$ cat src/rtl/lc3_mem_responder_if.sv
// lc3_mem_responder_if: request/response bundle between the LC3 requester and the memory responder
interface lc3_mem_responder_if;
  logic        REQ;
  logic [15:0] MAR;
  logic        MEM_WE;
  logic [15:0] WDATA;
  logic [15:0] RDATA;
  logic        ACK;
  logic        BUSY;
  logic        STALL;
  logic        FAULT;
  modport master (output REQ, MAR, MEM_WE, WDATA, input RDATA, ACK, BUSY, STALL, FAULT);
  modport slave  (input REQ, MAR, MEM_WE, WDATA, output RDATA, ACK, BUSY, STALL, FAULT);
endinterface

$ cat src/rtl/lc3_mem_responder.sv
// lc3_mem_responder: wait-stated 16-bit word memory with one-cycle ACK; `define MEM_FAULT_EN flags/suppresses out-of-range MAR
module lc3_mem_responder #(
  parameter int ADDR_W      = 8,
  parameter int WAIT_CYCLES = 2
) (
  input logic              CLK,
  input logic              RST,
  lc3_mem_responder_if.slave bus
);
  typedef enum logic [1:0] {ST_IDLE, ST_WAIT, ST_DONE} state_t;
  state_t              state;
  logic [3:0]          cnt;
  logic [ADDR_W-1:0]   addr_q;
  logic                we_q;
  logic [15:0]         wdata_q;
  logic                bad_q;
  logic                fault_q;
  logic [15:0]         rdata;
  logic [15:0]         mem [0:(1<<ADDR_W)-1];
  logic                idle;
  logic                go;
  logic                bad_in;
  logic [ADDR_W-1:0]   a_idx;
  logic                a_we;
  logic [15:0]         a_wd;
  logic                a_bad;
`ifdef MEM_FAULT_EN
  assign bad_in = (bus.MAR >> ADDR_W) != 16'd0;
`else
  assign bad_in = 1'b0;
`endif
  // With zero wait states the access happens on the accept edge, so use live inputs in IDLE
  assign idle  = state == ST_IDLE;
  assign a_idx = idle ? bus.MAR[ADDR_W-1:0] : addr_q;
  assign a_we  = idle ? bus.MEM_WE : we_q;
  assign a_wd  = idle ? bus.WDATA : wdata_q;
  assign a_bad = idle ? bad_in : bad_q;
  assign go    = idle ? (bus.REQ && WAIT_CYCLES == 0) : (state == ST_WAIT && cnt == 4'd0);
  assign bus.RDATA = rdata;
  assign bus.ACK   = state == ST_DONE;
  assign bus.BUSY  = !idle;
  assign bus.FAULT = state == ST_DONE && fault_q;
  assign bus.STALL = bus.REQ && !bus.ACK;
  always_ff @(posedge CLK)
    if (!RST && go && a_we && !a_bad) mem[a_idx] <= a_wd;
  always_ff @(posedge CLK) begin
    if (RST) begin
      state   <= ST_IDLE;
      cnt     <= '0;
      addr_q  <= '0;
      we_q    <= 1'b0;
      wdata_q <= '0;
      bad_q   <= 1'b0;
      fault_q <= 1'b0;
      rdata   <= '0;
    end else begin
      if (go) begin
        fault_q <= a_bad;
        if (!a_we) rdata <= a_bad ? 16'h0000 : mem[a_idx];
      end
      case (state)
        ST_IDLE: if (bus.REQ) begin
          addr_q  <= bus.MAR[ADDR_W-1:0];
          we_q    <= bus.MEM_WE;
          wdata_q <= bus.WDATA;
          bad_q   <= bad_in;
          state   <= WAIT_CYCLES == 0 ? ST_DONE : ST_WAIT;
          cnt     <= WAIT_CYCLES == 0 ? 4'd0 : 4'(WAIT_CYCLES - 1);
        end
        ST_WAIT: begin
          state <= cnt == 4'd0 ? ST_DONE : ST_WAIT;
          cnt   <= cnt == 4'd0 ? cnt : cnt - 4'd1;
        end
        default: state <= ST_IDLE;
      endcase
    end
  end
endmodule

$ cat src/flat_wrapper.sv
// flat-port wrapper written by rule: the top's interface ports become plain ports
module lc3_mem_responder_flat 
#(
  parameter int ADDR_W      = 8,
  parameter int WAIT_CYCLES = 2
)
  (CLK, RST, bus_REQ, bus_MAR, bus_MEM_WE, bus_WDATA, bus_RDATA, bus_ACK, bus_BUSY, bus_STALL, bus_FAULT);
  lc3_mem_responder_if bus_i ();
  input logic CLK;
  input logic RST;
  input wire logic [$bits(bus_i.REQ)-1:0] bus_REQ;
  input wire logic [$bits(bus_i.MAR)-1:0] bus_MAR;
  input wire logic [$bits(bus_i.MEM_WE)-1:0] bus_MEM_WE;
  input wire logic [$bits(bus_i.WDATA)-1:0] bus_WDATA;
  output wire logic [$bits(bus_i.RDATA)-1:0] bus_RDATA;
  output wire logic [$bits(bus_i.ACK)-1:0] bus_ACK;
  output wire logic [$bits(bus_i.BUSY)-1:0] bus_BUSY;
  output wire logic [$bits(bus_i.STALL)-1:0] bus_STALL;
  output wire logic [$bits(bus_i.FAULT)-1:0] bus_FAULT;
  assign bus_i.REQ = bus_REQ;
  assign bus_i.MAR = bus_MAR;
  assign bus_i.MEM_WE = bus_MEM_WE;
  assign bus_i.WDATA = bus_WDATA;
  assign bus_RDATA = bus_i.RDATA;
  assign bus_ACK = bus_i.ACK;
  assign bus_BUSY = bus_i.BUSY;
  assign bus_STALL = bus_i.STALL;
  assign bus_FAULT = bus_i.FAULT;
  lc3_mem_responder #(.ADDR_W(ADDR_W), .WAIT_CYCLES(WAIT_CYCLES)) u_core (.CLK(CLK), .RST(RST), .bus(bus_i));
endmodule
$ cat config.mk
export PLATFORM = sky130hd
export DESIGN_NAME = lc3_mem_responder_flat
export DESIGN_NICKNAME = d
export VERILOG_FILES = /design/src/rtl/lc3_mem_responder_if.sv /design/src/rtl/lc3_mem_responder.sv /design/src/flat_wrapper.sv
export SDC_FILE = /design/constraint.sdc
export NUM_CORES = 2
export LEC_CHECK = 0
export BUFFER_PORTS_ARGS = -buffer_cell sky130_fd_sc_hd__clkbuf_2
export CELL_PAD_IN_SITES_DETAIL_PLACEMENT = 1
export CELL_PAD_IN_SITES_GLOBAL_PLACEMENT = 1
export CORE_AREA = 4 4 719 721
export CTS_BUF_LIST = sky130_fd_sc_hd__clkbuf_4 sky130_fd_sc_hd__clkbuf_8
export DETAILED_ROUTE_END_ITERATION = 8
export DIE_AREA = 0 0 723 725
export PLACE_DENSITY = 0.55
export SYNTH_ARGS = -nofsm -noshare
export SYNTH_HDL_FRONTEND = slang
export SYNTH_SLANG_ARGS = --single-unit
$ cat constraint.sdc
create_clock -name CLK -period 7.2 [get_ports CLK]
set_clock_uncertainty 0.15 [all_clocks]
set_input_delay 1.44 -clock CLK [delete_from_list [all_inputs] [get_ports CLK]]
set_output_delay 1.44 -clock CLK [all_outputs]
set_load 0.05 [all_outputs]
**Word level (Yosys, flattened, before mapping)**

Memory sizes are Yosys's and may differ from the RTL's. A register that Yosys moved wholly into a read port is not among the register bits.
Cells that the tools add are included.

- Add/subtract/negate cells: 1
- Equality and inequality tests: 4
- Muxes and demuxes: 12
- Bitwise operators: 1
- Reduce and logical (&&, ||, !) cells: 13

Operators by type and width:

| kind | count |
|---|---|
| two-way mux 16 bit | 1 |
| two-way mux 4 bit | 2 |
| two-way mux 8 bit | 1 |
| case mux 4 bit (2 select lines) | 1 |
| logical AND 1 bit | 4 |
| zero test 4 bit | 1 |
| two-way mux 1 bit | 4 |
| two-way mux 2 bit | 2 |
| != test 2 bit (second input constant) | 2 |
| case mux 2 bit (2 select lines) | 1 |
| AND reduction 2 bit | 2 |
| subtractor 4 x 1 -> 4 bit (second input constant) | 1 |
| zero test 1 bit | 3 |
| AND reduction 3 bit | 1 |
| == test 2 x 1 -> 1 bit (second input constant) | 1 |
| == test 2 bit (second input constant) | 1 |
| zero test 2 bit | 1 |
| nonzero test 2 bit | 1 |
| NOT 1 bit | 1 |

- Bits in registers: 31
- RAM bits: 4096
- Bits of input ports: 36
- Output and inout port bits: 20
- Word-level logic and storage cells: 37
- Memories kept: 1

Memory list:

| name | words | bits a word | rd ports | clocked after memory_dff | write ports | RTL line | source |
|---|---|---|---|---|---|---|---|
| u_core.mem | 256 | 16 | 1 | 1 | 1 | lc3_mem_responder.sv:19 | `logic [15:0] mem [0:(1<<ADDR_W)-1];` |

**Depth between registers and ports, before layout**

- Depth in word-level cells: 7
- Mapped depth: 13
- Depth with buffers taken out: 9

**Least setup slack after synthesis**

Ideal clock, no wire load.

- Path type: register to register
- Start: register u_core.state[1]
- End: memory u_core.mem[0][10], data pin
- Library setup time: 0.823 ns
- Arrival time: 4.886 ns
- Data required time: 6.227 ns
- Slack: 1.341 ns
- Stages on the path, launching flop included: 9
- Path buffers: 5
- Clock period less this slack: 5.859 ns
- Cells stage by stage: dfxtp_1 > nor2_2 > buf_4 > buf_2 > clkbuf_1 > clkbuf_1 > buf_1 > nand2_1 > nand2_1

- Longest elaborated chain between the ends: 2

RTL lines:

| what | RTL line | source |
|---|---|---|
| from (decl) | lc3_mem_responder.sv:11 | `state_t state;` |
| from (signal assigned) | lc3_mem_responder.sv:67 | `state <= WAIT_CYCLES == 0 ? ST_DONE : ST_WAIT;` |
| from (signal assigned) | lc3_mem_responder.sv:71 | `state <= cnt == 4'd0 ? ST_DONE : ST_WAIT;` |
| zero test 2 bit | lc3_mem_responder.sv:33 | `assign idle = state == ST_IDLE;` |
| two-way mux 16 bit | lc3_mem_responder.sv:36 | `assign a_wd = idle ? bus.WDATA : wdata_q;` |
| net u_core.a_wd[10] | lc3_mem_responder.sv:25 | `logic [15:0] a_wd;` |
| to (decl) | lc3_mem_responder.sv:19 |  |

The timed path passes the listed nets, and every way through them passes these cells.

**Worst setup path in the final report**

- Start: register u_core.state[1]
- End: register u_core.rdata[7], in the netlist u_core.bus.RDATA[7]

- Longest elaborated chain between the ends: 4
- Elaborated cells on any way between the ends: 8
- Classes of those cells: eq/ne (1); mux (3); bitwise (1); reduce/logical (3)

RTL lines:

| what | RTL line | source |
|---|---|---|
| == test 2 x 1 -> 1 bit / zero test 2 bit (equally long branches) | lc3_mem_responder.sv:38, lc3_mem_responder.sv:33 |  |
| logical AND 1 bit / two-way mux 1 bit (equally long branches) | lc3_mem_responder.sv:38, lc3_mem_responder.sv:35 |  |
| two-way mux 1 bit / NOT 1 bit (equally long branches) | - |  |
| AND reduction 2 bit (no line) | - |  |
| to (signal assigned) | lc3_mem_responder.sv:59 | `if (!a_we) rdata <= a_bad ? 16'h0000 : mem[a_idx];` |
| to (decl) | lc3_mem_responder.sv:18 | `logic [15:0] rdata;` |

Several ways; a longest one is shown, not always the timed one.
A chain may end at the register's enable or synchronous reset.

==> insert_results.sql <==
INSERT INTO impl_metrics (metric_group, metric, value, unit) VALUES
('floorplan', 'ios', '56', ''),
('synth', 'synth.cell_area', '153000', 'µm²'),
('global_route', 'grtUsageTotal', '18.1', '%'),
('synth', 'synth_cells', '8773', ''),
('sta', 'timing_max_transition_violations_final', '0', ''),
('pwr', 'total_power', '52.1', 'mW'),
('route', 'drt.antenna.violating_nets', '0', ''),
('floorplan', 'core_region_area', '511000', 'µm²'),
('final_layout', 'design_area', '178000', 'µm²'),
('synth', 'synth_xor_area_share', '0.0115', '%'),
('synth', 'synth.avg_cell_area', '17.4', 'µm²'),
('setup_path', 'critPathKind', 'reg2reg', ''),
('min_path', 'hold_path_class', 'reg2reg', ''),
('route', 'detail_route.drc_violations', '0', ''),
('synth', 'synth_seq_cells', '4143', ''),
('sta', 'fmax', '0.172', 'GHz'),
('setup_path', 'r2r_start', 'u_core.state[1]$_SDFFE_PP0P_', ''),
('sta', 'slew-limit-headroom', '1.14', '%'),
('sta', 'finalHoldViolCount', '0', ''),
('setup_path', 'path_max_fanout', '33', ''),
('cts', 'ctsHoldBuffers', '0', ''),
('synth', 'synth.area.top_cells', 'sky130_fd_sc_hd__edfxtp_1 80%, sky130_fd_sc_hd__a22oi_1 10%, sky130_fd_sc_hd__a21oi_1 3.5%', ''),
('cts', 'clock_net_sink_count', '4143', ''),
('synth', 'netlist-cell-type-count', '44', ''),
('final_layout', 'final_layout_size_suffix_gt1_share', '18.3', '%'),
('run_status', 'status', 'finished, violations left', ''),
('synth', 'postSynthNetCount', '8810', ''),
('global_route', 'overflow', '0', ''),
('cts', 'clk_pin_slew', '60', 'ps'),
('setup_path', 'worst_setup_sp_type', 'flip-flop', ''),
('min_path', 'hp-start', 'u_core.wdata_q[12]$_SDFFE_PP0P_', ''),
('global_route', 'initial_antenna_violation_count', '26', ''),
('setup_path', 'critical_path.startpoint', 'u_core.state[1]$_SDFFE_PP0P_', ''),
('floorplan', 'core.rowCount', '263', ''),
('sta', 'final.min_clock_period', '5810', 'ps'),
('route', 'drt-vias-per-instance', '5.37', ''),
('route', 'route.layer.met1.wl', '208000', 'µm'),
('cts', 'cts_tree', 'built', ''),
('sta', 'whs', '304', 'ps'),
('min_path', 'worstHoldEndpoint', 'u_core.wdata_q[12]$_SDFFE_PP0P_', ''),
('placed_design', 'gp_routability_congestion', '0.788', ''),
('setup_path', 'worst_r2r_endpoint', 'u_core.bus.RDATA[7]$_SDFFE_PP0P_', ''),
('route', 'routed_wirelength', '492000', 'µm'),
('pwr', 'pwr_density', '293', 'nW/µm²'),
('final_layout', 'flow.area_growth_from_synthesis', '16.2', '%'),
('placed_design', 'placement.io_buffers', '46', ''),
('pwr', 'peakVddDrop', '0.000182', 'V'),
('global_route', 'largest_net_degree_at_the_start_of_global_routing', '180', ''),
('floorplan', 'die_width', '723', 'µm'),
('run_status', 'failed_checks', 'capacitance limit', ''),
('synth', 'async_set_or_reset_flop_fraction_in_the_synthesized_netlist', '0', '%'),
('sta', 'setup-tns-final', '0', 'ps'),
('setup_path', 'signal_arrival_time_at_the_worst_endpoint', '6720', 'ps'),
('cts', 'cts_resized', '0', ''),
('setup_path', 'worst-r2r-cell-count', '11', ''),
('route', 'post_drt_wl_per_cell', '29.5', 'µm'),
('cts', 'ctsLongestPathBuffers', '4', ''),
('cts', 'postCtsSetupRepairBufs', '0', ''),
('floorplan', 'die_height', '725', 'µm'),
('run', 'maxCapViolCount', '1', ''),
('route', 'drtIter0Drc', '9814', ''),
('cts', 'clock_buffers_created_by_tritoncts', '683', ''),
('cts', 'clock-root-buffer', 'sky130_fd_sc_hd__clkbuf_8', ''),
('sta', 'setup_ws', '1390', 'ps'),
('placed_design', 'dpl_cell_area', '165000', 'µm²'),
('synth', 'synth_edf_count', '4096', ''),
('synth', 'muxShareOfSynthArea', '0.00655', '%'),
('synth', 'yosys.area_share.adder', '0.00819', '%'),
('synth', 'synth-compound-area-share', '15.4', '%'),
('pwr', 'power.static_leakage', '53.8', 'nW'),
('synth', 'yosys_warnings', '0', '');
[synthesized netlist by cell type, types with 3 or more instances]
cell                       number
sky130_fd_sc_hd__nor4_1        13
sky130_fd_sc_hd__buf_1         21
sky130_fd_sc_hd__o21a_1         6
sky130_fd_sc_hd__dfxtp_1       47
sky130_fd_sc_hd__nor3b_1        4
sky130_fd_sc_hd__a21oi_1     1082
sky130_fd_sc_hd__a311oi_1      11
sky130_fd_sc_hd__nand4_1       27
sky130_fd_sc_hd__o21ai_1        5
sky130_fd_sc_hd__o221ai_1       4
sky130_fd_sc_hd__buf_4         22
sky130_fd_sc_hd__a211oi_1       6
sky130_fd_sc_hd__a31oi_1        4
sky130_fd_sc_hd__nor2b_1        3
sky130_fd_sc_hd__o41ai_1      245
sky130_fd_sc_hd__nand2_1      130
sky130_fd_sc_hd__buf_2        445
sky130_fd_sc_hd__clkbuf_1     171
sky130_fd_sc_hd__edfxtp_1    4096
sky130_fd_sc_hd__nand3_1       15
sky130_fd_sc_hd__inv_1          9
sky130_fd_sc_hd__nand3b_1       5
sky130_fd_sc_hd__a22oi_1     2048
sky130_fd_sc_hd__nand2b_1       3
sky130_fd_sc_hd__nor2_1       252
sky130_fd_sc_hd__nor3_1        41
sky130_fd_sc_hd__buf_6          4
sky130_fd_sc_hd__a41oi_1       31
sky130_fd_sc_hd__o31ai_1        4
[flip-flops by register name, indices dropped and copies added (netlist names)]
name              cells
u_core.we_q           1
u_core.state          2
u_core.addr_q         8
u_core.cnt            4
u_core.bus.RDATA     16
u_core.wdata_q       16
u_core.mem         4096
[per-stage QoR]
stage	util (%)	std cells
global placement	32.2	15500
floorplan	-	8773
global route	34.7	16700
detailed placement	32.2	15500
finish	34.7	16700
CTS	34.7	16700
[where the power goes]
part | switching (mW) | internal [mW]
clock network | 9.38 | 10.7
logic | 3.75 | 1.11
registers | 0.0347 | 27.1
total | 13.2 | 38.9
[worst max-delay path, cell delays in order, from the launching register on]
cell and delay (ps):
sky130_fd_sc_hd__dfxtp_1 470, sky130_fd_sc_hd__nor2_4 740, sky130_fd_sc_hd__buf_4 300, sky130_fd_sc_hd__nor3b_1 90
sky130_fd_sc_hd__a31oi_4 800, sky130_fd_sc_hd__buf_12 380, sky130_fd_sc_hd__buf_12 260, sky130_fd_sc_hd__a21oi_1 80
sky130_fd_sc_hd__o41ai_1 840, sky130_fd_sc_hd__nand4_1 690, sky130_fd_sc_hd__a21oi_1 630, sky130_fd_sc_hd__a311oi_1 160
[logic make-up after synthesis]
kind of cell               Yosys count
buffers and inverters              672
adders and majority gates            1
xor gates and xnor gates             2
AOI/OAI and AO/OA                 3453
DFF                               4143
other                                1
and+or+nand+nor                    500
muxes                                1
[layout make-up]
class / count / area (µm²)
Multi-Input combinational cell: 3958 / 26500
Antenna cell: 16 / 40.0
Sequential cell: 4143 / 124000
Timing Repair Buffer: 629 / 5600
Clock buffer: 943 / 11400
Fill cell: 51900 / 334000
Tap cell: 6757 / 8450
Clock inverter: 254 / 1660
Inverter: 9 / 33.8
[per-layer routing]
metal  vias up  global-route usage (%)
met5         -                       0
met4         2                    5.60
met3       729                    2.70
met2      3436                    29.7
met1     47600                    24.7
li1      38000                       -
[worst max path at each step]
stage | endpoint | cells after the start
6_report | u_core.bus.RDATA[7]$_SDFFE_PP0P_ | 11
5_1_grt | u_core.bus.RDATA[0]$_SDFFE_PP0P_ | 10
4_1_cts | u_core.bus.RDATA[7]$_SDFFE_PP0P_ | 11
3_5_place_dp | u_core.bus.RDATA[7]$_SDFFE_PP0P_ | 10
3_3_place_gp | u_core.bus.RDATA[7]$_SDFFE_PP0P_ | 12
2_1_floorplan | u_core.mem[0][10]$_DFFE_PP_ | 8
[placed cells by master (no fill, tap or decap), types with 5 or more instances in the layout]
| master | Yosys | routed |
|---|---|---|
| sky130_fd_sc_hd__nor3_2 | 0 | 27 |
| sky130_fd_sc_hd__nor3_4 | 0 | 6 |
| sky130_fd_sc_hd__clkbuf_4 | 0 | 248 |
| sky130_fd_sc_hd__a21oi_1 | 1082 | 1082 |
| sky130_fd_sc_hd__clkinvlp_4 | 0 | 18 |
| sky130_fd_sc_hd__bufinv_16 | 0 | 12 |
| sky130_fd_sc_hd__clkbuf_8 | 0 | 695 |
| sky130_fd_sc_hd__buf_4 | 22 | 504 |
| sky130_fd_sc_hd__nand3b_1 | 5 | 5 |
| sky130_fd_sc_hd__clkinv_2 | 0 | 50 |
| sky130_fd_sc_hd__nand2_4 | 0 | 19 |
| sky130_fd_sc_hd__nand2_1 | 130 | 103 |
| sky130_fd_sc_hd__clkinv_1 | 0 | 138 |
| sky130_fd_sc_hd__a22oi_1 | 2048 | 2048 |
| sky130_fd_sc_hd__o41ai_1 | 245 | 231 |
| sky130_fd_sc_hd__buf_12 | 0 | 79 |
| sky130_fd_sc_hd__a41oi_1 | 31 | 31 |
| sky130_fd_sc_hd__nor3_1 | 41 | 8 |
| sky130_fd_sc_hd__clkbuf_2 | 0 | 46 |
| sky130_fd_sc_hd__o21a_1 | 6 | 5 |
| sky130_fd_sc_hd__nor4_1 | 13 | 12 |
| sky130_fd_sc_hd__diode_2 | 0 | 16 |
| sky130_fd_sc_hd__clkinv_8 | 0 | 5 |
| sky130_fd_sc_hd__o41ai_2 | 0 | 14 |
| sky130_fd_sc_hd__nand3_2 | 0 | 8 |
| sky130_fd_sc_hd__a311oi_1 | 11 | 11 |
| sky130_fd_sc_hd__nor2_1 | 252 | 213 |
| sky130_fd_sc_hd__inv_6 | 0 | 17 |
| sky130_fd_sc_hd__nand3_1 | 15 | 7 |
| sky130_fd_sc_hd__dfxtp_1 | 47 | 47 |
| sky130_fd_sc_hd__nand2_2 | 0 | 8 |
| sky130_fd_sc_hd__nand4_1 | 27 | 27 |
| sky130_fd_sc_hd__edfxtp_1 | 4096 | 4096 |
| sky130_fd_sc_hd__inv_8 | 0 | 9 |
| sky130_fd_sc_hd__nor2_2 | 1 | 36 |
| sky130_fd_sc_hd__a211oi_1 | 6 | 6 |
| sky130_fd_sc_hd__inv_1 | 9 | 9 |
No activity file was read; power rests on OpenSTA's default activity.
